### src/rtl/ntt_butterfly_engine.sv
// ntt_butterfly_engine
//   Iterative 8-point radix-2 decimation-in-time NTT over Z_Q, one butterfly
//   per clock. A row is loaded in bit-reversed order, transformed in place over
//   3 stages x 4 butterflies, and presented in natural order to the
//   downstream transform-result buffer.
// Ports:
//   clk, rst_n          rising-edge clock, asynchronous active-low reset
//   in_valid/in_ready   input row handshake; a[0..7] and tw[0..3] sampled on accept
//   a                   eight input coefficients (reduced mod Q on load)
//   tw                  twiddles omega^k mod Q, k=0..3 (reduced mod Q on latch)
//   out_valid/out_ready result handshake
//   c                   registered transform result, natural order
//   wr_pulse            buffer write enable = out_valid & out_ready
//   row_idx             completed-row counter, wraps 15->0
//   busy                high while butterflies are being computed
module ntt_butterfly_engine #(
  parameter int unsigned Q      = 17,
  parameter int unsigned W_DATA = 8
) (
  input  logic                   clk,
  input  logic                   rst_n,
  input  logic                   in_valid,
  output logic                   in_ready,
  input  logic [7:0][W_DATA-1:0] a,
  input  logic [3:0][W_DATA-1:0] tw,
  output logic                   out_valid,
  input  logic                   out_ready,
  output logic [7:0][W_DATA-1:0] c,
  output logic                   wr_pulse,
  output logic [3:0]             row_idx,
  output logic                   busy
);

  typedef logic [W_DATA-1:0] coef_t;
  typedef enum logic [1:0] {IDLE, COMPUTE, DONE} state_t;

  localparam coef_t QW = coef_t'(Q);

  state_t                   state, state_nxt;
  logic   [1:0]             stage, bfly;
  logic   [7:0][W_DATA-1:0] x, x_upd;
  logic   [3:0][W_DATA-1:0] twr;

  logic   [2:0]             bfly3, half, j, top, bot;
  logic   [1:0]             tw_idx;
  logic   [15:0]            prod;
  coef_t                    t;
  logic   [8:0]             sum, diff;

  logic accept, last_bfly;

  function automatic logic [2:0] bitrev3(input logic [2:0] i);
    return {i[0], i[1], i[2]};
  endfunction

  assign in_ready  = (state == IDLE);
  assign busy      = (state == COMPUTE);
  assign out_valid = (state == DONE);
  assign wr_pulse  = out_valid & out_ready;
  assign accept    = in_valid & in_ready;
  assign last_bfly = (stage == 2'd2) && (bfly == 2'd3);

  // Butterfly addressing: the span doubles each stage; twiddle stride halves.
  always_comb begin
    bfly3  = {1'b0, bfly};
    half   = 3'd1 << stage;
    j      = bfly3 & (half - 3'd1);
    top    = ((bfly3 >> stage) << (stage + 2'd1)) + j;
    bot    = top + half;
    tw_idx = 2'(j << (2'd2 - stage));
    prod   = 16'(twr[tw_idx]) * 16'(x[bot]);
    t      = coef_t'(prod % 16'(Q));
    sum    = 9'(x[top]) + 9'(t);
    // Q is added before subtracting so the difference never wraps.
    diff   = 9'(x[top]) + 9'(Q) - 9'(t);
    x_upd      = x;
    x_upd[top] = coef_t'(sum % 9'(Q));
    x_upd[bot] = coef_t'(diff % 9'(Q));
  end

  always_comb begin
    state_nxt = state;
    unique case (state)
      IDLE:    if (accept) state_nxt = COMPUTE;
      COMPUTE: if (last_bfly) state_nxt = DONE;
      DONE:    if (out_ready) state_nxt = IDLE;
      default: state_nxt = IDLE;
    endcase
  end

  always_ff @(posedge clk or negedge rst_n) begin
    if (!rst_n) state <= IDLE;
    else        state <= state_nxt;
  end

  always_ff @(posedge clk or negedge rst_n) begin
    if (!rst_n) begin
      stage   <= '0;
      bfly    <= '0;
      x       <= '0;
      twr     <= '0;
      c       <= '0;
      row_idx <= '0;
    end else begin
      unique case (state)
        IDLE: begin
          if (accept) begin
            for (int unsigned i = 0; i < 8; i++)
              x[bitrev3(3'(i))] <= coef_t'(a[i] % QW);
            for (int unsigned k = 0; k < 4; k++)
              twr[k] <= coef_t'(tw[k] % QW);
            stage <= '0;
            bfly  <= '0;
          end
        end
        COMPUTE: begin
          x    <= x_upd;
          bfly <= bfly + 2'd1;
          if (bfly == 2'd3) stage <= stage + 2'd1;
          if (last_bfly) c <= x_upd;
        end
        DONE: begin
          if (out_ready) row_idx <= row_idx + 4'd1;
        end
        default: ;
      endcase
    end
  end

endmodule

### config.mk
export PLATFORM = sky130hd
export DESIGN_NAME = ntt_butterfly_engine
export DESIGN_NICKNAME = d
export VERILOG_FILES = /design/src/rtl/ntt_butterfly_engine.sv
export SDC_FILE = /design/constraint.sdc
export NUM_CORES = 1
export LEC_CHECK = 0
export BUFFER_PORTS_ARGS = -buffer_cell sky130_fd_sc_hd__buf_2
export CAP_MARGIN = 20
export CORE_ASPECT_RATIO = 1.2
export CORE_MARGIN = 5
export CORE_UTILIZATION = 30
export DETAILED_ROUTE_END_ITERATION = 8
export PLACE_DENSITY_LB_ADDON = 0.25
export SYNTH_ARGS = -nofsm -noshare
export SYNTH_HDL_FRONTEND = slang
export SYNTH_SLANG_ARGS = --single-unit
### constraint.sdc
create_clock -name clk -period 30.1 [get_ports clk]
set_input_delay 6.02 -clock clk [delete_from_list [all_inputs] [get_ports clk]]
set_output_delay 6.02 -clock clk [all_outputs]
set_load 0.1 [all_outputs]
### Yosys cells after proc, flatten, opt, wreduce, memory -nomap -nowiden

Cells that the tools add are included.

* bits of input ports: 100
* bits in registers: 170

* equal/unequal tests: 8
* add/sub/neg operators: 10
* order comparisons: 5
* muxes and demuxes: 22
* div/mod/pow operators: 15
* multipliers: 1
* bitwise logic cells: 3
* reduce and logical (&&, ||, !) cells: 11
* shifts and indexed selects: 4

Operator list (count)
* $bwmux W64: 2
* $pmux W64 S2: 1
* $mod A8 B5 Y8 const B: 12
* $mux W64: 1
* $bmux W8 S3: 2
* $demux W8 S3: 2
* $mux W8: 5
* $mod A9 B5 Y9 const B: 2
* $bmux W8 S2: 1
* $mod A16 B5 Y16 const B: 1
* $mul A8 B8 Y16: 1
* $mux W2: 5
* $add A8 B5 Y9 const B: 1
* $add A8 B8 Y9: 1
* $sub A9 B8 Y9: 1
* $lt A3 B4 Y1 const B: 2
* $ne A2 B1 Y1 const B: 4
* $pmux W2 S2: 2
* $reduce_and A2 Y1: 4
* $add A3 B3 Y3: 2
* $eq A2 B2 Y1 const B: 3
* $ge A3 B1 Y1 const B: 2
* $pmux W2 S3: 1
* $reduce_and A3 Y1: 2
* 15 further kinds: 19

### Longest topological paths before layout

* depth after elaboration: 14
* gate-level depth with buffers: 90

### Least setup slack after synthesis

OpenSTA, ideal clock, no wires.

* path kind: reg-to-reg
* from: register stage[0]
* to: register x[10] (netlist bit)
* slack: 9.768 ns
* setup time: 0.187 ns
* arrival: 20.145 ns
* cell stages (with the launch flop): 84
* data required time: 29.913 ns
* cell sequence: dfrtp_1 > inv_1 > ha_1 > nor4b_1 > fa_1 > fa_1 > clkbuf_1 > nor2b_1 > nand2_1 > clkbuf_1 > o22ai_1 > or4_1 > clkbuf_1 > or2_2 > fa_1 > inv_1 > fa_1 > fa_1 > [48 not listed] > mux2_2 > inv_1 > a2111oi_0 > o32ai_1 > a2111oi_0 > nor3_1 > or2_2 > clkbuf_1 > or3_1 > a21oi_1 > a21boi_0 > or3_1 > nand2b_1 > clkbuf_1 > nand3_1 > o21ai_1 > a211oi_1 > a21oi_1

* word-level cells in the longest chain between the ends: 14

RTL lines
* from (decl): RTL line 40 `logic [1:0] stage, bfly;`
* from (signal assigned): RTL line 119 `if (bfly == 2'd3) stage <= stage + 2'd1;`
* $shl A1 B2 Y3: RTL line 66 `half = 3'd1 << stage;`
* $sub A3 B1 Y3: RTL line 67 `j = bfly3 & (half - 3'd1);`
* $and A2 B3 Y3: RTL line 67
* $add A3 B3 Y3: RTL line 68 `top = ((bfly3 >> stage) << (stage + 2'd1)) + j;`
* $add A3 B3 Y3: RTL line 69 `bot = top + half;`
* $bmux W8 S3: RTL line 71 `prod = 16'(twr[tw_idx]) * 16'(x[bot]);`
* $mux W8 (not written as such): RTL line 71
* $mul A8 B8 Y16: RTL line 71
* $mod A16 B5 Y16: RTL line 72 `t = coef_t'(prod % 16'(Q));`
* $add A8 B8 Y9: RTL line 73 `sum = 9'(x[top]) + 9'(t);`
* $mod A9 B5 Y9: RTL line 77 `x_upd[top] = coef_t'(sum % 9'(Q));`
* $bwmux W64: RTL line 77
* $bwmux W64 *: RTL line 78 `x_upd[bot] = coef_t'(diff % 9'(Q));`
* $pmux W64 S2 *: RTL line 105 `unique case (state)`
* to (signal, indexed assignment): RTL line 109 `x[bitrev3(3'(i))] <= coef_t'(a[i] % QW);`
* to (signal assigned): RTL line 117 `x <= x_upd;`
* to (decl): RTL line 41 `logic [7:0][W_DATA-1:0] x, x_upd;`

Mark *: on every way between the ends. The rest lies on a longest branch, timed or not. The select of a mux whose other input is x is not followed.
A chain may end at the register's enable or synchronous reset.

### Worst setup path after layout

* from: register stage[0]
* to: register x[52] (netlist bit)

The elaborated chain is that of the path after synthesis.

==> flow_summary.json <==
{
  "start_util": 0.303,
  "hold_viol_final": 0,
  "critPathLaunchType": "flip-flop",
  "fin_crit_ps": 24520,
  "synth_top_family_by_area": "compound AO/OA/AOI/OAI gates",
  "ys_seq_area_frac": 0.184,
  "num_io_pins": 172,
  "synth_seq_cells": 170,
  "cts_tree": "done",
  "async_reset_ff_frac": 1.00,
  "finalSetupTns_ps": 0,
  "finish.instance_area_um2": 25500,
  "area_delta_synth_final_pct": 10.1,
  "drc_errors": 0,
  "track_usage": 0.185,
  "netlist_area_um2": 23200,
  "avgRoutedWirePerCell_um": 18.6,
  "relSlewSlack": 0.184,
  "synth_mux_area_frac": 0.0450,
  "num_vias": 23700,
  "core_area_um2": 76500,
  "synth_compound_area_frac": 0.291,
  "synth_edf_count": 0,
  "use_met1": 0.244,
  "cts_sinks": 170,
  "ctsResizeCount": 0,
  "r2r_start": "stage[0]",
  "ff2ff_path_depth": 82,
  "use_met3": 0.0243,
  "clk_pin_slew_ps": 80,
  "cts_made_buffers": 17,
  "avgSynthCellArea_um2": 7.24,
  "cts_hold_buf": 0,
  "synth-simple-area-share": 0.244,
  "critPathLaunch": "stage[0]",
  "gp_congestion": 0.968,
  "worstPathMaxFanout": 23,
  "clock.fmax_ghz": 0.0408,
  "hold_path_class": "reg2reg",
  "grt_pass1_wl_mm": 126,
  "setup_viol": 0,
  "cts_setup_buffers": 0,
  "required_ps": 30440,
  "rows": 111,
  "layout.nets": 3542,
  "synthXorXnorAreaFrac": 0.0758,
  "grt_max_degree": 85,
  "finClkSkew_ps": 19.6,
  "root_buffer": "clkbuf_16",
  "layout_commonest_cell": "nand2_1",
  "syn_nets": 3480,
  "grt_pass1_vias": 22200,
  "insertion_delay_ps": 500,
  "ys_warn_count": 0,
  "gr-usage-met2": 0.310,
  "die_area_um2": 82900,
  "place.port_buffers": 171,
  "ant_nets": 0,
  "synth.distinct_cells": 124,
  "drive_gt1_frac": 0.110,
  "crit_path_max_incr_delay_ps": 900,
  "totalWireLength_mm": 79.7,
  "dr.pass1.iters": 5,
  "crit_slowest_cell": "xor2_1",
  "synthAdderAreaFrac": 0.110,
  "cts.htree.levels": 4,
  "crit_top_cell": "inv_1",
  "crit_end": "x[52]",
  "top_usage_layer": "met2",
  "status": "completed",
  "drt-initial-drc-count": 1933,
  "arrival_ps": 24860,
  "die_y_um": 314,
  "synthCells": 3201,
  "dp_hpwl_mm": 62.3,
  "critPathCaptureType": "flip-flop",
  "cts_max_path_buffers": 2,
  "layout_common_cells": "387 x nand2_1, 330 x nor2_1, 297 x o21ai_0",
  "via_per_inst": 5.53,
  "r2r_end": "x[52]",
  "synthFlopType": "dfrtp_1",
  "grt_setup_unrepaired": "no",
  "antenna_found_initial": 0,
  "drv_slew": 0,
  "path_class": "reg2reg",
  "grt_overflow_total": 0,
  "tightest_slew_ps": 1220,
  "die_width_um": 264,
  "r2r_slack_ps": 5580,
  "fin_crit_sh": 0.815,
  "max-cap-violations": 0,
  "placed_cell_area_um2": 24900,
  "diodes": 0
}
## per-stage QoR
stage | util | hold WS, ps | setup slack, ps | std cells
final | 0.333 | 474 | 5580 | 4293
after global routing | 0.333 | 502 | 3600 | 4293
after CTS | 0.333 | 470 | 5840 | 4292
after detailed placement | 0.325 | 449 | 5950 | 4260
after global placement | 0.325 | 458 | 6370 | 4257
after floorplan | - | 431 | 9770 | 3201
## cell usage after synthesis (10+ instances only)
library cell	n	area [µm²]
o21ai_0	297	1490
a221oi_1	10	87.6
nand2b_1	48	300
o22ai_1	98	613
mux2i_1	57	571
o21ai_1	25	125
and3_1	20	125
and2_1	19	119
o221ai_1	16	140
o211ai_1	29	218
nor3_1	100	500
nor3b_1	13	97.6
a21boi_0	12	90.1
a22oi_1	20	150
or2_2	24	150
a21o_1	24	180
xnor2_1	131	1150
nor4_1	30	188
ha_1	139	1740
a21oi_1	252	1260
mux2_2	33	372
nor2b_1	49	307
nand2_1	388	1460
a211oi_1	53	398
xor2_1	65	569
dfrtp_1	170	4250
clkbuf_1	134	503
inv_1	159	597
nand3_1	65	325
o31ai_1	20	150
a31oi_1	37	231
nand4_1	10	62.6
nor2_1	330	1240
o311ai_0	10	87.6
fa_1	40	801
or3_1	34	213
o21a_1	20	150
a31o_2	10	87.6
## worst min-delay path by stage
| stage | start | slack (ps) | depth (start not counted) | endpoint |
|---|---|---|---|---|
| 2_1_floorplan | state[1] | 430 | 1 | state[0] |
| 3_3_place_gp | state[1] | 460 | 1 | state[0] |
| 3_5_place_dp | state[1] | 450 | 1 | state[0] |
| 4_1_cts | state[1] | 470 | 1 | state[0] |
| 5_1_grt | twr[19] | 500 | 2 | twr[19] |
| 6_report | state[1] | 470 | 1 | state[0] |
## critical path: cells and delay by family, from the launching register on
| kind | cells | cell delay, ps |
|---|---|---|
| buffers and inverters | 9 | 830 |
| muxes | 3 | 760 |
| and+or+nand+nor | 23 | 6170 |
| AOI/OAI and AO/OA | 25 | 7100 |
| adders and majority gates | 14 | 5870 |
| xor gates and xnor gates | 8 | 3180 |
| DFF | 1 | 450 |
## final cells by class
class | instances | area [µm²]
Timing Repair Buffer | 192 | 1020
Clock inverter | 14 | 174
Fill cell | 8228 | 51000
Multi-Input combinational cell | 2722 | 17800
Clock buffer | 18 | 429
Sequential cell | 170 | 4250
Inverter | 160 | 601
Tap cell | 1017 | 1270
## logic make-up after synthesis
group,Yosys count
xor+xnor,198
buf+inv,309
mux,96
simple gates,1193
fa+ha+maj,180
flops,170
compound gates,1055
## flip-flops by register name, summed over array words and instances, names as in the netlist
signal,flops
twr,32
stage,2
row_idx,4
c,64
bfly,2
state,2
x,64
## routing by layer
| metal | share of wire | up-vias | wire length [µm] |
|---|---|---|---|
| li1 | - | 11700 | - |
| met1 | 0.44 | 11200 | 35300 |
| met2 | 0.47 | 669 | 37200 |
| met3 | 0.051 | 165 | 4090 |
| met4 | 0.040 | 0 | 3190 |
| met5 | 0 | - | 0 |
Power is not shown: default switching activity piles up to over one toggle a cycle in this logic, so the estimate is an artifact.
